### config.mk
export PLATFORM = sky130hd
export DESIGN_NAME = pci_bus_arbiter
export DESIGN_NICKNAME = d
export VERILOG_FILES = /design/src/rtl/pci_pkg.sv /design/src/rtl/pci_rr_select.sv /design/src/rtl/pci_bus_arbiter.sv
export SDC_FILE = /design/constraint.sdc
export NUM_CORES = 1
export LEC_CHECK = 0
export BUFFER_PORTS_ARGS = -buffer_cell sky130_fd_sc_hd__buf_2
export CAP_MARGIN = 20
export CORE_MARGIN = 3
export CORE_UTILIZATION = 46
export DETAILED_ROUTE_END_ITERATION = 10
export GPL_TIMING_DRIVEN = 1
export PLACE_DENSITY = 0.71
export RECOVER_POWER = 50
export SLEW_MARGIN = 20
export SYNTH_ARGS = -nofsm -noshare
export SYNTH_HDL_FRONTEND = slang
export SYNTH_SLANG_ARGS = --single-unit
### constraint.sdc
create_clock -name CLK -period 2.4 [get_ports CLK]
set_input_delay 0.24 -clock CLK [delete_from_list [all_inputs] [get_ports CLK]]
set_output_delay 0.24 -clock CLK [all_outputs]
set_load 0.02 [all_outputs]
### src/rtl/pci_pkg.sv
// pci_pkg: shared PCI constants, arbiter defaults and state type.
package pci_pkg;
    localparam int NUM_AGENTS_DEF = 4;
    localparam int MAX_AGENTS = 8;
    localparam logic [MAX_AGENTS-1:0] NO_GRANT = '1;
    localparam logic [3:0] CMD_INT_ACK   = 4'b0000;
    localparam logic [3:0] CMD_IO_READ   = 4'b0010;
    localparam logic [3:0] CMD_IO_WRITE  = 4'b0011;
    localparam logic [3:0] CMD_MEM_READ  = 4'b0110;
    localparam logic [3:0] CMD_MEM_WRITE = 4'b0111;
    localparam logic [3:0] CMD_CFG_READ  = 4'b1010;
    localparam logic [3:0] CMD_CFG_WRITE = 4'b1011;
    typedef enum logic {SWITCH, GRANT} arb_state_t;
endpackage

### src/rtl/pci_rr_select.sv
// pci_rr_select: round-robin winner search starting after owner, owner last.
module pci_rr_select #(
    parameter int N = 4,
    localparam int W = $clog2(N)
) (
    input  logic [N-1:0] req,
    input  logic [W-1:0] owner,
    output logic [W-1:0] winner,
    output logic         any_req
);
    logic [W-1:0] idx;
    assign any_req = |req;
    // Scan farthest-first so the nearest requester after owner wins.
    always_comb begin
        winner = owner;
        idx = owner;
        for (int k = N; k >= 1; k--) begin
            idx = W'((int'(owner) + k) % N);
            winner = req[idx] ? idx : winner;
        end
    end
endmodule

### src/rtl/pci_bus_arbiter.sv
// pci_bus_arbiter: round-robin PCI arbiter with parking and one-cycle grant turnaround.
module pci_bus_arbiter
    import pci_pkg::*;
#(
    parameter int NUM_AGENTS = NUM_AGENTS_DEF,
    parameter int PARK_AGENT = 0,
    localparam int W = $clog2(NUM_AGENTS)
) (
    input  logic                  CLK,
    input  logic                  RESET,
    input  logic                  FRAMEn,
    input  logic                  IRDYn,
    input  logic [NUM_AGENTS-1:0] REQn,
    output logic [NUM_AGENTS-1:0] GNTn
);
    logic [NUM_AGENTS-1:0] req, owner_hot;
    logic [W-1:0] owner, winner;
    logic any_req, started, bus_idle, other_req, leave;
    arb_state_t state;

    assign req = ~REQn;
    assign bus_idle = FRAMEn & IRDYn;
    assign owner_hot = NUM_AGENTS'(1) << owner;
    assign other_req = |(req & ~owner_hot);
    // Owner keeps the bus until it has started or dropped its request.
    assign leave = other_req && (!req[owner] || started);

    pci_rr_select #(.N(NUM_AGENTS)) u_sel (
        .req(req),
        .owner(owner),
        .winner(winner),
        .any_req(any_req)
    );

    always_ff @(posedge CLK) begin
        if (RESET) begin
            state <= SWITCH;
            owner <= W'(PARK_AGENT);
            started <= 1'b0;
            GNTn <= NO_GRANT[NUM_AGENTS-1:0];
        end else if (state == SWITCH) begin
            state <= GRANT;
            owner <= any_req ? winner : owner;
            started <= 1'b0;
            GNTn <= ~(NUM_AGENTS'(1) << (any_req ? winner : owner));
        end else begin
            state <= leave ? SWITCH : GRANT;
            started <= started | (~FRAMEn & ~bus_idle);
            GNTn <= leave ? NO_GRANT[NUM_AGENTS-1:0] : GNTn;
        end
    end
endmodule

==> Implementation_results.wiki <==
{| class="wikitable"
! Metric !! Value
|-
| Number of distinct library cell variants in the gate-level netlist after synthesis || 31
|-
| Synthesis-stage register bit count || 8
|-
| Detailed Place HPWL || 914 microns
|-
| Clock Skews || 0.000380 ns
|-
| Post-place instance area || 681 sq um
|-
| Post-route antenna net violation count || 0
|-
| RSZ-0062 raised after global routing || false
|-
| Sum of routed wire length over all layers || 1.22 mm
|-
| Fmax || 459 MHz
|-
| Y dimension of the die || 42.4 microns
|-
| Antenna Cells || 0
|-
| Arrival time worst endpoint || 2.33 ns
|-
| Iteration-0 DRC Markers || 22
|-
| Count of flip-flops with a built-in enable after synthesis || 0
|-
| Maximum net fanout on the critical path || 7
|-
| Multi-input logic area || 412 sq um
|-
| Number of antenna violations at the first check in global routing || 0
|-
| Last weighted congestion value of the routability-driven placer || 0.711
|-
| Placeable core area || 1170 sq um
|-
| H-tree Lvls || 1
|-
| Via count of the first global-routing pass || 486
|-
| I/O pin count || 12
|-
| Area growth from synthesis to layout || 14.8%
|-
| Synthesized area divided by synthesized cell count || 9.81 sq um
|-
| Cell count after synthesis || 62
|-
| Static leakage || 0.274 nW
|-
| Reported max-cap violation count || 0
|-
| TNS Setup || 0 ns
|-
| Final Slew Violations || 0
|-
| Path class of the lowest-slack min-delay path || primary input to flop
|-
| Filler Cells Inserted || 112
|-
| Maximum resistive drop on vdd || 0.369 mV
|-
| Detailed-route DRC error count || 0
|-
| Final Hold Slack || 0.249 ns
|-
| Result of the run || completed
|-
| Share of the cycle needed by the critical path after routing || 90.8%
|-
| Min-Delay Path Depth || 2
|-
| Number of buffers added on ports || 10
|-
| Final critical path time including I/O delays and setup || 2.18 ns
|-
| Post-route cell area || 698 sq um
|-
| Maximum number of pins on one net before global-route repair || 10
|-
| Number of setup buffers added after CTS || 0
|-
| Final cell count without fillers || 89
|-
| Post-CTS sizing || 0
|-
| Clock-pin transition on the worst setup and hold timing paths || 0.05 ns
|-
| Number of buffers created by CTS || 3
|-
| Critical path class || flop to flop
|-
| Required time of the critical path || 2.55 ns
|-
| Row cnt || 12
|-
| Wire length of the first global-routing pass || 2.13 mm
|-
| Pre-Repair DR Iteration Count || 4
|-
| Initial Util || 51.9%
|-
| Maximum number of buffers from clock root to sink || 2
|-
| Leading register cell type out of synthesis || dfxtp_1
|-
| Nature of the critical path endpoint || flop
|-
| Commonest non-fill, non-tap cell in the layout || dfxtp_1
|-
| Via count of the routed design || 520
|-
| Area of the mapped netlist || 608 sq um
|-
| Fraction of layout cells with a size suffix above 1 || 28.0%
|-
| Yosys synthesis warning count || 0
|-
| Final setup violation count || 0
|-
| Startpoint type of the worst setup path || flop
|-
| Congestion Overflow GR || 0
|-
| Flop2flop setup slack || 0.22 ns
|-
| Total placed cells including tap cells || 86
|-
| Die area || 1790 sq um
|-
| Die span in x || 42.4 microns
|-
| Proportion of synthesized chip area in sequential cells || 26.3%
|-
| # hold bufs at CTS || 0
|-
| Clock tree from TritonCTS || yes
|-
| Hold Violations, Final || 0
|-
| R2r worst-path depth || 7
|-
| Number of clock sinks || 8
|-
| Most frequent cells in the layout || dfxtp_1, buf_2
|-
| Area occupied by registers || 160 sq um
|-
| Pwr Density || 763 nW/um^2
|-
| Async S/R FF share, synth || 0%
|-
| Post-Synthesis Net Count || 74
|-
| Post-detailed-route wirelength per cell || 13.7 microns
|-
| GRT Total Usage || 15.2%
|-
| Tightest Pin Transition || 0.432 ns
|-
| Root Driver || clkbuf_4
|-
| Max-Slew Margin vs Limit || 71.0%
|-
| Insertion delay to the later sink of the worst-skew pair || 0.25 ns
|-
| Vias per cell || 5.84
|-
| Number of nets at the end of the flow || 89
|}
-- worst paths after layout --
check | start | endpoint
worst max-delay path | owner[0] | GNTn[0]
worst min-delay path | RESET | owner[1]
worst max register to register | owner[0] | GNTn[0]
worst min register to register | GNTn[3] | GNTn[3]
-- power breakdown --
part / internal (W) / total, W / switching (W) / leakage [nW]
clock: 0.0000572 / 0.000102 / 0.0000448 / 0.0138
combinational: 0.000125 / 0.000258 / 0.000133 / 0.194
sequential: 0.000155 / 0.000173 / 0.0000185 / 0.0661
-- sequential cells by signal, indices dropped and copies added (netlist names) --
name and flops:
started 1, owner 2, GNTn 4, state 1
-- cells in the mapped netlist (3+ instances only) --
| cell | instances | share of area [%] |
|---|---|---|
| dfxtp_1 | 8 | 26 |
| ha_1 | 4 | 8.2 |
| mux2i_1 | 4 | 6.6 |
| o22ai_1 | 4 | 4.1 |
| a21oi_1 | 3 | 2.5 |
| inv_1 | 3 | 1.9 |
| mux2_2 | 3 | 5.6 |
| nand2_1 | 3 | 1.9 |
-- stage by stage --
stage	utilization, %	total power (W)	setup WS [ns]
floorplan	-	0.000371	0.195
global placement	58.1	0.000429	0.315
detailed placement	58.1	0.000436	0.219
CTS	60.0	0.000539	0.216
global route	59.6	0.000573	0.0666
finish	59.6	0.000533	0.221
-- cells by family after synthesis --
logic type | count (synthesis) | share of synthesized area [%]
AND/OR/NAND/NOR | 15 | 14.8
AO/OA/AOI/OAI | 19 | 24.5
multiplexers | 9 | 20.2
flip-flops | 8 | 26.3
buffers and inverters | 7 | 5.97
adder cells (fa/ha/maj) | 4 | 8.23
-- worst max-delay path, stage by stage, from the launching register on --
cell and delay (ns):
dfxtp_1 0.41, inv_1 0.08, ha_1 0.46, mux2i_1 0.24, a211oi_1 0.13, a2111oi_4 0.42
o21ai_1 0.13, a21o_1 0.19
-- area by class of cell --
type	count	area share, %
clock buffers	3	3.23
well taps	14	2.51
inverters	3	1.61
multi-input cells	47	59.0
repair buffers	14	10.8
flip-flops and latches	8	22.9
-- routing by layer --
layer / share of wire [%] / track usage (%) / up-vias
met5: 0 / 0 / -
met4: 2.4 / 9.32 / 0
met3: 6.9 / 1.72 / 4
met2: 46 / 24.3 / 21
met1: 45 / 19.1 / 234
li1: - / - / 261
No activity file was read; power rests on OpenSTA's default activity.
